## src/rtl/axi4_lite_csr_pkg.sv

```systemverilog
// Shared types and address decode for the AXI4-Lite CSR bank.
// Combinational only; no latency.
// No flow control here; used by both read and write paths.
package axi4_lite_csr_pkg;

  typedef enum logic [1:0] {
    RESP_OKAY   = 2'b00,
    RESP_SLVERR = 2'b10,
    RESP_DECERR = 2'b11
  } resp_t;

  // Decode result is sized for the largest supported bank (256 registers).
  localparam int unsigned MAX_IDX_W = 8;
  localparam int unsigned MAX_REGS  = 256;

  typedef struct packed {
    logic [MAX_IDX_W-1:0] idx;
    logic                 oob;
    logic                 ro;
  } decode_t;

  function automatic int unsigned idx_w(input int unsigned nregs);
    return (nregs < 2) ? 1 : $clog2(nregs);
  endfunction

  // Word index from the byte address; the low two address bits are ignored.
  function automatic decode_t decode(input logic [31:0] addr, input int unsigned nregs,
                                     input logic [MAX_REGS-1:0] ro_mask);
    decode_t     d;
    logic [29:0] word;
    word  = 30'(addr >> 2);
    d.oob = (word >= 30'(nregs));
    d.idx = MAX_IDX_W'(word & 30'(nregs - 1));
    d.ro  = ro_mask[d.idx];
    return d;
  endfunction

endpackage

```

## src/rtl/axi4_lite_if.sv

```systemverilog
// AXI4-Lite bus bundle with slave and master views.
// No logic, no latency.
// Handshakes are plain valid/ready per channel.
interface axi4_lite_if #(
  parameter int DW = 32,
  parameter int AW = 32
);
  logic [AW-1:0]   awaddr;
  logic [2:0]      awprot;
  logic            awvalid;
  logic            awready;
  logic [DW-1:0]   wdata;
  logic [DW/8-1:0] wstrb;
  logic            wvalid;
  logic            wready;
  logic [1:0]      bresp;
  logic            bvalid;
  logic            bready;
  logic [AW-1:0]   araddr;
  logic [2:0]      arprot;
  logic            arvalid;
  logic            arready;
  logic [DW-1:0]   rdata;
  logic [1:0]      rresp;
  logic            rvalid;
  logic            rready;

  modport s (
    input  awaddr, awprot, awvalid, wdata, wstrb, wvalid, bready,
           araddr, arprot, arvalid, rready,
    output awready, wready, bresp, bvalid, arready, rdata, rresp, rvalid
  );

  modport m (
    output awaddr, awprot, awvalid, wdata, wstrb, wvalid, bready,
           araddr, arprot, arvalid, rready,
    input  awready, wready, bresp, bvalid, arready, rdata, rresp, rvalid
  );
endinterface

```

## src/rtl/axi4_lite_capture_slot.sv

```systemverilog
// One-deep holding register for an AXI channel beat, emptied by a take strobe.
// Captured beat is visible on the cycle after the input handshake.
// in_rdy is low while full; a take frees the slot for the following cycle.
module axi4_lite_capture_slot #(
  parameter int W = 32
) (
  input  logic         bar_clk,
  input  logic         bar_aresetn,
  input  logic         in_vld,
  output logic         in_rdy,
  input  logic [W-1:0] in_dat,
  output logic         out_vld,
  output logic [W-1:0] out_dat,
  input  logic         take
);

  logic         full_q, full_d;
  logic [W-1:0] dat_q, dat_d;

  assign in_rdy  = ~full_q;
  assign out_vld = full_q;
  assign out_dat = dat_q;

  // Fill on handshake, empty on take; take only happens while full so the two never collide.
  always_comb begin
    full_d = full_q;
    dat_d  = dat_q;
    if (take) full_d = 1'b0;
    if (in_vld && in_rdy) begin
      full_d = 1'b1;
      dat_d  = in_dat;
    end
  end

  // Slot state register.
  always_ff @(posedge bar_clk or negedge bar_aresetn) begin
    if (!bar_aresetn) begin
      full_q <= 1'b0;
      dat_q  <= '0;
    end else begin
      full_q <= full_d;
      dat_q  <= dat_d;
    end
  end

endmodule

```

## src/rtl/axi4_lite_csr_bank.sv

```systemverilog
// AXI4-Lite register bank: NREGS x 32-bit RW/RO words plus per-register access strobes.
// Write response one cycle after the later of AW/W capture; read data the cycle after AR.
// AW/W stall while their slot is full; commit waits for the B channel; AR stalls while R is held.
module axi4_lite_csr_bank
  import axi4_lite_csr_pkg::*;
#(
  parameter int unsigned      NREGS    = 16,
  parameter logic [31:0]      ID_VALUE = 32'h00FB_0001,
  parameter logic [NREGS-1:0] RO_MASK  = NREGS'(1)
) (
  input  logic                   bar_clk,
  input  logic                   bar_aresetn,
  axi4_lite_if.s                 s,
  output logic [NREGS-1:0][31:0] reg_out,
  input  logic [NREGS-1:0][31:0] reg_in,
  output logic [NREGS-1:0]       wr_pulse,
  output logic [NREGS-1:0]       rd_pulse
);

  localparam int unsigned        IW       = idx_w(NREGS);
  // Register 0 holds the ID and is always read-only.
  localparam logic [NREGS-1:0]   RO_EFF   = RO_MASK | NREGS'(1);
  localparam logic [MAX_REGS-1:0] RO_EFF_W = MAX_REGS'(RO_EFF);

  logic                   aw_vld, w_vld, commit, ar_hs;
  logic [31:0]            aw_dat;
  logic [35:0]            w_dat;
  logic [3:0]             w_strb;
  logic [31:0]            w_data;
  decode_t                wr_dec, rd_dec;
  logic [IW-1:0]          wr_idx, rd_idx;

  logic [NREGS-1:0][31:0] regs_q, regs_d;
  logic                   bvalid_q, bvalid_d;
  resp_t                  bresp_q, bresp_d;
  logic                   rvalid_q, rvalid_d;
  resp_t                  rresp_q, rresp_d;
  logic [31:0]            rdata_q, rdata_d;
  logic [NREGS-1:0]       wr_pulse_q, wr_pulse_d, rd_pulse_q, rd_pulse_d;
  logic                   unused_ok;

  axi4_lite_capture_slot #(.W(32)) u_aw_slot (
    .bar_clk, .bar_aresetn,
    .in_vld (s.awvalid), .in_rdy (s.awready), .in_dat (s.awaddr),
    .out_vld(aw_vld),    .out_dat(aw_dat),    .take   (commit)
  );

  axi4_lite_capture_slot #(.W(36)) u_w_slot (
    .bar_clk, .bar_aresetn,
    .in_vld (s.wvalid), .in_rdy (s.wready), .in_dat ({s.wstrb, s.wdata}),
    .out_vld(w_vld),    .out_dat(w_dat),    .take   (commit)
  );

  assign w_strb = w_dat[35:32];
  assign w_data = w_dat[31:0];
  assign wr_dec = decode(aw_dat, NREGS, RO_EFF_W);
  assign rd_dec = decode(s.araddr, NREGS, RO_EFF_W);
  assign wr_idx = wr_dec.idx[IW-1:0];
  assign rd_idx = rd_dec.idx[IW-1:0];

  // A held B response blocks the next commit unless it is being accepted this cycle.
  assign commit = aw_vld & w_vld & (~bvalid_q | s.bready);
  assign ar_hs  = s.arvalid & ~rvalid_q;

  assign s.bvalid  = bvalid_q;
  assign s.bresp   = bresp_q;
  assign s.arready = ~rvalid_q;
  assign s.rvalid  = rvalid_q;
  assign s.rresp   = rresp_q;
  assign s.rdata   = rdata_q;
  assign wr_pulse  = wr_pulse_q;
  assign rd_pulse  = rd_pulse_q;

  assign unused_ok = ^{s.awprot, s.arprot, wr_dec.idx, rd_dec.idx};

  // Read-only entries expose zero; their contents come from reg_in on reads instead.
  always_comb begin
    reg_out = '0;
    for (int i = 0; i < int'(NREGS); i++) reg_out[i] = RO_EFF[i] ? 32'h0 : regs_q[i];
  end

  // Write commit: classify the address, merge enabled bytes, raise the B response and strobe.
  always_comb begin
    regs_d     = regs_q;
    bvalid_d   = bvalid_q & ~s.bready;
    bresp_d    = bresp_q;
    wr_pulse_d = '0;
    if (commit) begin
      bvalid_d = 1'b1;
      if (wr_dec.oob) begin
        bresp_d = RESP_DECERR;
      end else if (wr_dec.ro) begin
        bresp_d = RESP_SLVERR;
      end else begin
        bresp_d            = RESP_OKAY;
        wr_pulse_d[wr_idx] = 1'b1;
        for (int b = 0; b < 4; b++) begin
          if (w_strb[b]) regs_d[wr_idx][8*b +: 8] = w_data[8*b +: 8];
        end
      end
    end
  end

  // Read accept: data is taken from the pre-commit register state, so a same-cycle write is not seen.
  always_comb begin
    rvalid_d   = rvalid_q & ~s.rready;
    rresp_d    = rresp_q;
    rdata_d    = rdata_q;
    rd_pulse_d = '0;
    if (ar_hs) begin
      rvalid_d = 1'b1;
      if (rd_dec.oob) begin
        rresp_d = RESP_DECERR;
        rdata_d = 32'h0;
      end else begin
        rresp_d            = RESP_OKAY;
        rd_pulse_d[rd_idx] = 1'b1;
        if (rd_idx == '0)   rdata_d = ID_VALUE;
        else if (rd_dec.ro) rdata_d = reg_in[rd_idx];
        else                rdata_d = regs_q[rd_idx];
      end
    end
  end

  // Register array and write-response state.
  always_ff @(posedge bar_clk or negedge bar_aresetn) begin
    if (!bar_aresetn) begin
      regs_q     <= '0;
      bvalid_q   <= 1'b0;
      bresp_q    <= RESP_OKAY;
      wr_pulse_q <= '0;
    end else begin
      regs_q     <= regs_d;
      bvalid_q   <= bvalid_d;
      bresp_q    <= bresp_d;
      wr_pulse_q <= wr_pulse_d;
    end
  end

  // Read-response state.
  always_ff @(posedge bar_clk or negedge bar_aresetn) begin
    if (!bar_aresetn) begin
      rvalid_q   <= 1'b0;
      rresp_q    <= RESP_OKAY;
      rdata_q    <= '0;
      rd_pulse_q <= '0;
    end else begin
      rvalid_q   <= rvalid_d;
      rresp_q    <= rresp_d;
      rdata_q    <= rdata_d;
      rd_pulse_q <= rd_pulse_d;
    end
  end

endmodule

```

## src/flat_wrapper.sv

```systemverilog
// flat-port wrapper written by rule: the top's interface ports become plain ports
module axi4_lite_csr_bank_flat import axi4_lite_csr_pkg::*;
#(
  parameter int unsigned      NREGS    = 16,
  parameter logic [31:0]      ID_VALUE = 32'h00FB_0001,
  parameter logic [NREGS-1:0] RO_MASK  = NREGS'(1)
)
  (bar_clk, bar_aresetn, reg_out, reg_in, wr_pulse, rd_pulse, s_awaddr, s_awprot, s_awvalid, s_wdata, s_wstrb, s_wvalid, s_bready, s_araddr, s_arprot, s_arvalid, s_rready, s_awready, s_wready, s_bresp, s_bvalid, s_arready, s_rdata, s_rresp, s_rvalid);
  axi4_lite_if #(.DW(32), .AW(32)) s_i ();
  input  logic bar_clk;
  input  logic bar_aresetn;
  output logic [NREGS-1:0][31:0] reg_out;
  input  logic [NREGS-1:0][31:0] reg_in;
  output logic [NREGS-1:0] wr_pulse;
  output logic [NREGS-1:0] rd_pulse;
  input wire logic [$bits(s_i.awaddr)-1:0] s_awaddr;
  input wire logic [$bits(s_i.awprot)-1:0] s_awprot;
  input wire logic [$bits(s_i.awvalid)-1:0] s_awvalid;
  input wire logic [$bits(s_i.wdata)-1:0] s_wdata;
  input wire logic [$bits(s_i.wstrb)-1:0] s_wstrb;
  input wire logic [$bits(s_i.wvalid)-1:0] s_wvalid;
  input wire logic [$bits(s_i.bready)-1:0] s_bready;
  input wire logic [$bits(s_i.araddr)-1:0] s_araddr;
  input wire logic [$bits(s_i.arprot)-1:0] s_arprot;
  input wire logic [$bits(s_i.arvalid)-1:0] s_arvalid;
  input wire logic [$bits(s_i.rready)-1:0] s_rready;
  output wire logic [$bits(s_i.awready)-1:0] s_awready;
  output wire logic [$bits(s_i.wready)-1:0] s_wready;
  output wire logic [$bits(s_i.bresp)-1:0] s_bresp;
  output wire logic [$bits(s_i.bvalid)-1:0] s_bvalid;
  output wire logic [$bits(s_i.arready)-1:0] s_arready;
  output wire logic [$bits(s_i.rdata)-1:0] s_rdata;
  output wire logic [$bits(s_i.rresp)-1:0] s_rresp;
  output wire logic [$bits(s_i.rvalid)-1:0] s_rvalid;
  assign s_i.awaddr = s_awaddr;
  assign s_i.awprot = s_awprot;
  assign s_i.awvalid = s_awvalid;
  assign s_i.wdata = s_wdata;
  assign s_i.wstrb = s_wstrb;
  assign s_i.wvalid = s_wvalid;
  assign s_i.bready = s_bready;
  assign s_i.araddr = s_araddr;
  assign s_i.arprot = s_arprot;
  assign s_i.arvalid = s_arvalid;
  assign s_i.rready = s_rready;
  assign s_awready = s_i.awready;
  assign s_wready = s_i.wready;
  assign s_bresp = s_i.bresp;
  assign s_bvalid = s_i.bvalid;
  assign s_arready = s_i.arready;
  assign s_rdata = s_i.rdata;
  assign s_rresp = s_i.rresp;
  assign s_rvalid = s_i.rvalid;
  axi4_lite_csr_bank #(.NREGS(NREGS), .ID_VALUE(ID_VALUE), .RO_MASK(RO_MASK)) u_core (.bar_clk(bar_clk), .bar_aresetn(bar_aresetn), .s(s_i), .reg_out(reg_out), .reg_in(reg_in), .wr_pulse(wr_pulse), .rd_pulse(rd_pulse));
endmodule
```

## config.mk

```make
export PLATFORM = sky130hd
export DESIGN_NAME = axi4_lite_csr_bank_flat
export DESIGN_NICKNAME = d
export VERILOG_FILES = /design/src/rtl/axi4_lite_csr_pkg.sv /design/src/rtl/axi4_lite_if.sv /design/src/rtl/axi4_lite_capture_slot.sv /design/src/rtl/axi4_lite_csr_bank.sv /design/src/flat_wrapper.sv
export SDC_FILE = /design/constraint.sdc
export NUM_CORES = 1
export LEC_CHECK = 0
export CAP_MARGIN = 15
export CORE_AREA = 5 5 466 468
export CTS_BUF_LIST = sky130_fd_sc_hd__clkbuf_8
export DETAILED_ROUTE_END_ITERATION = 10
export DIE_AREA = 0 0 471 473
export GPL_ROUTABILITY_DRIVEN = 0
export SYNTH_ARGS = -nofsm -noshare
export SYNTH_HDL_FRONTEND = slang
export SYNTH_SLANG_ARGS = --single-unit
export TNS_END_PERCENT = 100
```

## constraint.sdc

```tcl
create_clock -name bar_clk -period 2.6 [get_ports bar_clk]
set_input_delay 0.65 -clock bar_clk [delete_from_list [all_inputs] [get_ports bar_clk]]
set_output_delay 0.65 -clock bar_clk [all_outputs]
set_load 0.02 [all_outputs]
```

# Word level (Yosys, flattened, before mapping)
# Memories as Yosys holds them, arrays and structs flattened.
# Index checks and enable logic that the tools add are counted.
dict set report totals {
  ff_bits 652
  mem_bits_ro 32
  input_bits 625
  output_inout_bits 585
  wordCells 110
  memories 2
}
dict set report op_classes {
  n_lt_le_gt_ge 8
  n_mux 51
  n_bitwise 14
  n_reduce_logical 8
}
# name words width read_ports rd_ports_with_merged_regs write_ports line_no
set memory_table {}
lappend memory_table {{(name not given)} 16 1 1 0 0 axi4_lite_csr_pkg.sv:34} ;# d.ro = ro_mask[d.idx];
lappend memory_table {{(name not given)} 16 1 1 0 0 axi4_lite_csr_pkg.sv:34}
# op count
set ops {}
lappend ops {{$mux 512} 13}
lappend ops {{$bwmux 512} 4}
lappend ops {{$demux 32 s4} 4}
lappend ops {{$bmux 32 s4} 2}
lappend ops {{$mux 32} 6}
lappend ops {{$mux 16} 6}
lappend ops {{$ge 30x5->1 const B} 2}
lappend ops {{$mux 24} 1}
lappend ops {{$lt 4x9->1 const B} 2}
lappend ops {{$lt 4x5->1 const B} 2}
lappend ops {{$mux 1} 9}
lappend ops {{$demux 1 s4} 2}
lappend ops {{$ge 4x1->1 const B} 2}
lappend ops {{$mux 8} 1}
lappend ops {{$not 1->1} 8}
lappend ops {{$mux 2} 3}
lappend ops {{$and 1x1->1} 5}
lappend ops {{$logic_and 1x1->1} 4}
lappend ops {{$logic_not 4->1} 1}
lappend ops {{$reduce_bool 2->1} 2}
lappend ops {{$reduce_and 3->1} 1}
lappend ops {{$or 1x1->1} 1}

# Longest topological paths before layout
# Gate-level depths: netlist (run 1).
dict set report depth {
  depth_word 21
  depth_mapped 8
  depth_no_buf 4
}

# Modules after synthesis
# From an unflattened synthesis (run 1), not the netlist that was laid out.
dict set report unflattened {
  hier_cells 2330
  hier_area_um2 32339.8
}
# mod instances cells_each area_per_inst_um2 seq_area_each_um2
set modules_own_cells {}
lappend modules_own_cells {axi4_lite_csr_bank 1 2178 29472.0 14313.7}
lappend modules_own_cells {{axi4_lite_capture_slot at u_core.u_w_slot} 1 80 1510.2 925.9}
lappend modules_own_cells {{axi4_lite_capture_slot at u_core.u_aw_slot} 1 72 1357.6 825.8}

# Worst setup path after synthesis (run 1)
# Ideal clock, no wire load.
dict set report synth_timing {
  path_kind {in2reg}
  from {input port s_araddr[2]}
  to {register u_core.rdata_q[17] (netlist: u_core.s.rdata[17])}
  setup_time_ns 0.121
  t_arrival_ns 2.347
  required_ns 2.479
  slack_ns 0.132
  path_stages 6
  n_path_buf 2
  cell_sequence {clkbuf_1 -> buf_1 -> mux4_2 -> a22oi_1 -> o211ai_1 -> a22o_1}
}
dict set report synth_via {
  elab_chain_len 5
  elab_cells_between_ends 11
  classes_between {order compare: 1; mux: 8; reduce/logical: 1; memory: 1}
}
# item line_no
set synth_lines {}
lappend synth_lines {{start: declaration} flat_wrapper.sv:23} ;# input wire logic [$bits(s_i.araddr)-1:0] s_araddr;
lappend synth_lines {{$mem_v2 16x1, or another cell as far along} -}
lappend synth_lines {{$mux 1 (not written as such), or another cell as far along} axi4_lite_csr_pkg.sv:34}
lappend synth_lines {{$mux 32} axi4_lite_csr_bank.sv:119} ;# else if (rd_dec.ro) rdata_d = reg_in[rd_idx];
lappend synth_lines {{$mux 32} axi4_lite_csr_bank.sv:118} ;# if (rd_idx == '0) rdata_d = ID_VALUE;
lappend synth_lines {{$mux 32 (*)} axi4_lite_csr_bank.sv:112} ;# if (rd_dec.oob) begin
lappend synth_lines {{end signal: assignment} axi4_lite_csr_bank.sv:150} ;# rdata_q <= rdata_d;
lappend synth_lines {{end: declaration} axi4_lite_csr_bank.sv:38} ;# logic [31:0] rdata_q, rdata_d;
# Every way passes the cells marked *; elsewhere a longest branch is shown, timed or not. The select of a mux whose other input is x is not followed.
# A chain may end at the register's enable or synchronous reset.

# Worst setup path in the final report (run 1)
dict set report layout_timing {
  from {register u_core.u_aw_slot.dat_q[4] (netlist: u_core.u_aw_slot.out_dat[4])}
  to {register u_core.regs_q (netlist bit u_core.reg_out[221])}
}
dict set report layout_via {
  elab_chain_len 18
  elab_cells_between_ends 31
  classes_between {order compare: 3; mux: 23; bitwise: 2; reduce/logical: 2; memory: 1}
}
# item line_no
set layout_lines {}
lappend layout_lines {{start: declaration} axi4_lite_capture_slot.sv:18} ;# logic [W-1:0] dat_q, dat_d;
lappend layout_lines {{start signal: assignment} axi4_lite_capture_slot.sv:42} ;# dat_q <= dat_d;
lappend layout_lines {{$demux 32 s4} -}
lappend layout_lines {{$bwmux 512} axi4_lite_csr_bank.sv:98} ;# if (w_strb[b]) regs_d[wr_idx][8*b +: 8] = w_data[8*b +: 8];
lappend layout_lines {{$mux 512} axi4_lite_csr_bank.sv:98}
lappend layout_lines {{$mux 512} axi4_lite_csr_bank.sv:92} ;# end else if (wr_dec.ro) begin
lappend layout_lines {{$mux 512} axi4_lite_csr_bank.sv:90} ;# if (wr_dec.oob) begin
lappend layout_lines {{$mux 512} axi4_lite_csr_bank.sv:88} ;# if (commit) begin
lappend layout_lines {{$bwmux 512} axi4_lite_csr_bank.sv:98}
lappend layout_lines {{$mux 512} axi4_lite_csr_bank.sv:98}
lappend layout_lines {{[... 2 more ...]} -}
lappend layout_lines {{$mux 512} axi4_lite_csr_bank.sv:88}
lappend layout_lines {{$bwmux 512} axi4_lite_csr_bank.sv:98}
lappend layout_lines {{$mux 512} axi4_lite_csr_bank.sv:98}
lappend layout_lines {{$mux 512} axi4_lite_csr_bank.sv:92}
lappend layout_lines {{$mux 512} axi4_lite_csr_bank.sv:90}
lappend layout_lines {{$mux 512} axi4_lite_csr_bank.sv:88}
lappend layout_lines {{$bwmux 512} axi4_lite_csr_bank.sv:98}
lappend layout_lines {{$mux 512} axi4_lite_csr_bank.sv:98}
lappend layout_lines {{end signal: assignment} axi4_lite_csr_bank.sv:133} ;# regs_q <= regs_d;
lappend layout_lines {{end: declaration} axi4_lite_csr_bank.sv:33} ;# logic [NREGS-1:0][31:0] regs_q, regs_d;
# Several ways; a longest one is shown, not always the timed one. The select of a mux whose other input is x is not followed.

==> results of run 1 <==
-- power by group through the flow --
stage / clock network, W / registers, W / logic [W]
floorplan: 0 / 0.0111 / 0.00226
global placement: 0 / 0.0124 / 0.00322
detailed placement: 0 / 0.0125 / 0.00327
CTS: 0.0108 / 0.0123 / 0.00327
global route: 0.0112 / 0.0125 / 0.00340
finish: 0.0104 / 0.0124 / 0.00319
-- flip-flops by register name (all words and copies together), names as in the netlist --
name,cells
u_core.wr_pulse,16
u_core.s.bvalid,1
u_core.reg_out,480
u_core.u_w_slot.out_dat,36
u_core.s.rvalid,1
u_core.s.rresp,1
u_core.u_aw_slot.out_dat,30
u_core.regs_q,24
u_core.s.bresp,2
u_core.u_aw_slot.out_vld,1
u_core.s.rdata,32
u_core.u_w_slot.out_vld,1
u_core.rd_pulse,16
-- layer usage --
| metal | up-vias | global-route usage (%) | part of all wire (%) |
|---|---|---|---|
| met5 | - | 0 | 0.037 |
| met4 | 8 | 4.34 | 3.0 |
| met3 | 179 | 5.32 | 10 |
| met2 | 1012 | 19.2 | 43 |
| met1 | 10900 | 16.7 | 43 |
| li1 | 8476 | - | - |
-- cells by family (layout without fill, tap and decap cells) --
kind of cell / count (synthesis) / in the layout
compound gates: 112 / 112
buf+inv: 662 / 1082
flops: 641 / 641
mux: 674 / 674
other cells: 1 / 58
simple gates: 192 / 192
-- layout by cell type (no fill, tap or decap), drive strengths merged, types with 2 or more instances in the layout --
| master | netlist | final |
|---|---|---|
| nor2b | 8 | 8 |
| nand2b | 4 | 4 |
| nor4b | 5 | 5 |
| nand4 | 7 | 7 |
| mux2 | 546 | 546 |
| inv | 5 | 45 |
| nor3 | 10 | 10 |
| diode | 0 | 25 |
| nor2 | 20 | 20 |
| clkdlybuf4s15 | 0 | 2 |
| nor4 | 76 | 76 |
| o21ai | 3 | 3 |
| bufinv | 0 | 4 |
| nand2 | 48 | 48 |
| clkbuf | 69 | 155 |
| dlygate4sd2 | 0 | 508 |
| dfrtp | 641 | 641 |
| mux4 | 120 | 120 |
| o21a | 2 | 2 |
| buf | 588 | 226 |
| or2 | 2 | 2 |
| nand3 | 9 | 9 |
| o211ai | 8 | 8 |
| o2bb2ai | 8 | 8 |
| a22oi | 56 | 56 |
| a22o | 32 | 32 |
| conb | 1 | 33 |
| clkinv | 0 | 13 |
| clkinvlp | 0 | 5 |
| clkdlybuf4s50 | 0 | 123 |
| mux2i | 8 | 8 |
-- timing repair --
item / in CTS / in global routing
resized for setup: 552 / 1
cloned: 2 / 2
buffers inserted: 4 / 2
endpoints found under the setup margin: 970 / 327
pin swaps: 48 / 0
hold endpoints to repair: 108 / 0
hold buffers: 1 / 0
-- cell type report --
class | count | area, um2 | share of cell area (%)
Antenna cell | 25 | 62.6 | 0.145
Clock buffer | 153 | 2110 | 4.87
Clock inverter | 62 | 450 | 1.04
Inverter | 5 | 18.8 | 0.0434
Multi-Input combinational cell | 1011 | 12000 | 27.9
Sequential cell | 641 | 16000 | 37.1
Tap cell | 2838 | 3550 | 8.22
Timing Repair Buffer | 862 | 8950 | 20.7
-- worst paths after layout --
check / cells past startpoint / start / slack (ns) / end
min in group bar_clk: 0 / u_core.regs_q[24] / 0.37 / u_core.regs_q[24]
min reg2reg: 0 / u_core.regs_q[24] / 0.37 / u_core.regs_q[24]
max reg2reg: 5 / u_core.u_aw_slot.out_dat[4] / 0.09 / u_core.reg_out[221]
max: 5 / u_core.u_aw_slot.out_dat[4] / 0.09 / u_core.reg_out[221]
min: 2 / bar_aresetn / 0.33 / u_core.reg_out[432]
max in group asynchronous: 4 / bar_aresetn / 1.35 / u_core.reg_out[218]
-- stage by stage --
step	std cells	power (W)
after floorplan	2314	0.0134
after detailed placement	5346	0.0157
after global placement	5346	0.0156
after CTS	5568	0.0264
after global routing	5580	0.0271
final	5597	0.0260
==> impl_metrics.env, run 1 <==
export IMPL_switching_power_w=0.00837
export IMPL_grt_max_degree=92
export IMPL_critPathMaxStageDelay_ns=0.52
export IMPL_rows=170
export IMPL_endpoint_kind="flip-flop"
export IMPL_drive_gt1_share_pct=42.2
export IMPL_setup_viol=0
export IMPL_cp_num_buf_inv=1
export IMPL_synthMuxAreaShare_pct=27.7
export IMPL_dpl_worst_slack_ns=-0.418
export IMPL_synth_area_um2=32300
export IMPL_fillers=23000
export IMPL_slew_violations=0
export IMPL_utilization_pct=20.3
export IMPL_design_area_um2=43200
export IMPL_clk_pin_slew_worst_paths_ns=0.06
export IMPL_synth_area_leader_cell="dfrtp_1"
export IMPL_via_count=20600
export IMPL_clkPwrFrac_pct=40.1
export IMPL_synth_simple_gate_area_share_pct=5.97
export IMPL_io_buffers=655
export IMPL_hold_class="in -> async"
export IMPL_track_usage_pct=12.8
export IMPL_slowest_stage="nor4_4"
export IMPL_worst_pin_slew_ns=0.976
export IMPL_synth_top_family_by_area="multiplexers"
export IMPL_yosysMostFrequentCell="dfrtp_1"
export IMPL_crit_path_cell_trace="nor2b_1 -> nand2_1 -> nor4_4 -> buf_12 -> mux2_2"
export IMPL_p_leak_nw=21.6
export IMPL_yosysSeqAreaShare_pct=49.7
export IMPL_hpwl_um=118000
export IMPL_final_antenna_net_count=0
export IMPL_setup_ws_ns=0.0945
export IMPL_finalSetupTns_ns=0
export IMPL_path_class="reg -> reg"
export IMPL_antenna_found_initial=37
export IMPL_status="complete, no violations"
export IMPL_cellPowerDensity_nw_per_um2=601
export IMPL_wl_per_cell_um=26.5
export IMPL_cts_tree="done"
export IMPL_syn2layout_area_growth_pct=34.0
export IMPL_grt_ovfl_total=0
export IMPL_synthDistinctLibCells=33
export IMPL_clockBufferDepth=3
export IMPL_synthAdderAreaFrac_pct=0
export IMPL_fin_crit_ns=2.51
export IMPL_cts_sinks=641
export IMPL_cp_start_kind="flip-flop"
export IMPL_synthCells=2282
export IMPL_drt_wl_total_um=148000
export IMPL_seq_power_share_pct=47.6
export IMPL_cap_violations=0
export IMPL_via_per_inst=3.68
export IMPL_syn_avg_cell_area_um2=14.1
export IMPL_yosys_area_share_xor_xnor_pct=0
export IMPL_p_comb_share_pct=12.3
export IMPL_cts_root_buffer="clkbuf_8"
export IMPL_critPathTopFamily="simple AND/OR/NAND/NOR gates"
export IMPL_critPathRequiredTime_ns=3.30
export IMPL_max_freq_ghz=0.399
export IMPL_arrival_ns=3.21
export IMPL_start_util_pct=15.1
export IMPL_clock_skew_final_ns=0.0745
export IMPL_postPlaceCellArea_um2=40900
export IMPL_ys_top_cells_by_count="dfrtp_1, mux2_2, buf_4"
export IMPL_swShare_pct=32.3
export IMPL_post_route_period_util_pct=96.4
export IMPL_chipHeight_um=473
export IMPL_synth_compound_area_share_pct=2.73
export IMPL_drt_iter0_markers=1367
export IMPL_fin_nets=3262
export IMPL_worst_hold_slack_ns=0.333
export IMPL_pin_count=1210
export IMPL_synth_edff_count=0
export IMPL_grt_pass1_vias=21600
export IMPL_core_area_um2=213000
export IMPL_ys_warn_count=0
export IMPL_synth_top_area_share_pct=49.7
export IMPL_die_width_um=471
export IMPL_grt_pass1_wl_um=197000
export IMPL_maxSlewHeadroom_pct=34.9
export IMPL_synthTopCellsByArea="dfrtp_1, mux2_2, buf_4"
export IMPL_worst_ir_drop_vdd_mv=0.553
export IMPL_dieArea_um2=223000
export IMPL_cts_buffers=116
export IMPL_cp_max_fo=9
export IMPL_p_int_w=0.0176
export IMPL_dr_pass1_iters=5
export IMPL_ys_seq_elements=641
export IMPL_htreeDepth=3
export IMPL_synth_ff_type="dfrtp_1"
export IMPL_hold_viol=0
export IMPL_synthArstFlopShare_pct=100
export IMPL_clkLatencyLatePin_ns=0.87
export IMPL_drc=0
Power figures use the tool's default switching activity.
==> inputs of run 2 (changes only) <==
ABC_CLOCK_PERIOD_IN_PS = 2600   (was unset)
CAP_MARGIN = 5   (was 15)
==> results of run 2 <==
The final DEF is identical to that of run 1; final timing and power are the same.
==> inputs of run 3 (changes only) <==
CORE_AREA = 5 5 467 469   (was 5 5 466 468)
DIE_AREA = 0 0 472 474   (was 0 0 471 473)
SYNTH_HIERARCHICAL = 1   (was unset)
TNS_END_PERCENT = 10   (was 100)
==> run 3 against run 2 <==
The flow now finishes with violations (negative setup slack). Total power up 3.0%. Fmax down 6.7%. Critical path depth up 5. Global-route usage up 0.13 points. Non-clock buffer count up 30. Worst setup slack worse by 0.18 ns. Utilization up 0.99 points. Design area up 5.1%. Combinational power up 7.5%. Critical path type unchanged. Critical endpoint is now u_core/reg_out[494].
==> impl_metrics.env, run 3 <==
export IMPL_status="finished, violations left"
export IMPL_violations="negative setup slack"
export IMPL_maxSlewHeadroom_pct=28.0
export IMPL_switching_power_w=0.00874
export IMPL_design_area_um2=45400
export IMPL_fin_nets=3296
export IMPL_setup_viol=347
export IMPL_antenna_found_initial=35
export IMPL_cp_max_fo=8
export IMPL_die_width_um=472
export IMPL_synth_area_um2=32300
export IMPL_via_count=20700
export IMPL_ys_warn_count=6
export IMPL_setup_ws_ns=-0.0842
export IMPL_layout_commonest_cell="dfrtp_1"
export IMPL_htreeDepth=3
export IMPL_start_util_pct=15.1
export IMPL_reg2reg_depth=10
export IMPL_dieArea_um2=224000
export IMPL_hpwl_um=117000
export IMPL_multi_input_area_um2=13000
export IMPL_syn_avg_cell_area_um2=13.9
export IMPL_grt_pass1_vias=22100
export IMPL_hold_class="in -> async"
export IMPL_cts_buffers=119
export IMPL_endpoint_kind="flip-flop"
export IMPL_r2r_start="u_core/u_aw_slot/out_dat[15]"
export IMPL_syn2layout_area_growth_pct=40.8
export IMPL_seq_area_um2=16000
export IMPL_hold_viol=0
export IMPL_drive_gt1_share_pct=43.6
export IMPL_cp_start_kind="flip-flop"
export IMPL_largest_register_ffs=480
export IMPL_critPathRequiredTime_ns=3.31
export IMPL_chipHeight_um=474
export IMPL_worst_hold_slack_ns=0.286
export IMPL_max_freq_ghz=0.373
export IMPL_seq_power_share_pct=47.3
export IMPL_p_comb_share_pct=12.8
export IMPL_clkPwrFrac_pct=39.8
export IMPL_cts_root_buffer="clkbuf_8"
export IMPL_finalSetupTns_ns=-12.13
export IMPL_swShare_pct=32.7
export IMPL_clock_skew_final_ns=0.0616
export IMPL_drt_wl_total_um=151000
export IMPL_power_w=0.0267
export IMPL_r2r_end="u_core/reg_out[494]"
export IMPL_grt_ovfl_total=0
export IMPL_slew_violations=0
export IMPL_worst_pin_slew_ns=1.08
export IMPL_cellPowerDensity_nw_per_um2=588
export IMPL_dr_pass1_iters=5
export IMPL_clk_pin_slew_worst_paths_ns=0.07
export IMPL_via_per_inst=3.68
export IMPL_final_antenna_net_count=0
export IMPL_arrival_ns=3.40
export IMPL_worst_ir_drop_vdd_mv=0.444
export IMPL_fin_crit_ns=2.68
export IMPL_postPlaceCellArea_um2=40300
export IMPL_grt_pass1_wl_um=200000
export IMPL_cts_sinks=640
export IMPL_track_usage_pct=13.0
export IMPL_cap_violations=0
export IMPL_clkLatencyLatePin_ns=0.86
export IMPL_p_leak_nw=25.6
export IMPL_p_int_w=0.0180
export IMPL_path_class="reg -> reg"
export IMPL_clockBufferDepth=3
export IMPL_r2r_setup_slack_ns=-0.08
export IMPL_fillers=22800
export IMPL_final_cell_mix="dfrtp_1, mux2_4, dlymetal6s2s_1"
export IMPL_core_area_um2=214000
export IMPL_pin_count=1210
export IMPL_io_buffers=655
export IMPL_rows=170
export IMPL_grt_max_degree=118
export IMPL_wl_per_cell_um=26.9
export IMPL_synthCells=2326
export IMPL_drt_iter0_markers=1281
export IMPL_cts_tree="done"
export IMPL_drc=0
export IMPL_post_route_period_util_pct=103
export IMPL_rsz0062_at_grt="true"
## run 3: routing by layer
layer,share of wire [%],GRT usage [%]
met1,41,15.9
met2,45,20.6
met3,9.0,4.86
met4,4.4,5.25
met5,0.079,0
## run 3: through the flow
step | util, % | instances | setup WS [ns]
6_report | 21.3 | 5617 | -0.0842
4_1_cts | 20.8 | 5608 | -0.216
3_3_place_gp | 18.9 | 5374 | -0.758
2_1_floorplan | - | 2358 | 0.0757
5_1_grt | 21.3 | 5613 | -0.243
3_5_place_dp | 18.9 | 5374 | -0.769
## run 3: area by class of cell
class,count,share of cell area (%)
well taps,2838,7.82
flip-flops and latches,640,35.3
inverters,4,0.0331
clock buffers,156,4.73
repair buffers,892,22.4
multi-input cells,1014,28.6
clock inverters,65,1.11
diodes,8,0.0441
## run 3: how the worst max path moves through the flow
stage	from	endpoint	slack, ns	cells after the start
final	u_core/u_aw_slot/out_dat[15]	u_core/reg_out[494]	-0.08	10
after global routing	u_core/u_aw_slot/out_dat[18]	u_core/reg_out[490]	-0.24	11
after CTS	u_core/u_aw_slot/out_dat[15]	u_core/reg_out[263]	-0.22	9
after detailed placement	s_bready	u_core/reg_out[129]	-0.77	9
after global placement	s_bready	u_core/reg_out[135]	-0.76	9
after floorplan	s_araddr[2]	u_core/s.rdata[4]	0.08	6
## run 3: repair_timing
action | CTS | global route
gates cloned | 5 | 0
setup endpoints to repair | 1014 | 779
endpoints found under the hold margin | 98 | 0
pin swaps | 4 | 4
buffers inserted | 7 | 2
resized for setup | 611 | 376
hold buffers | 1 | 0
## run 3: worst max-delay path: stages (launching register included)
cell and delay, ns:
dfrtp_1 0.40, nor4_2 0.29, nand4_1 0.22, nor4_4 0.28, buf_4 0.19, buf_12 0.15
buf_12 0.14, buf_16 0.14, and3_4 0.20, buf_12 0.15, mux2_4 0.31
## run 3: power by group through the flow
stage | logic [W] | clock network, W | registers, W
detailed placement | 0.00339 | 0 | 0.0126
CTS | 0.00350 | 0.0111 | 0.0126
global placement | 0.00335 | 0 | 0.0126
global route | 0.00364 | 0.0115 | 0.0128
finish | 0.00343 | 0.0106 | 0.0126
floorplan | 0.00215 | 0 | 0.0112
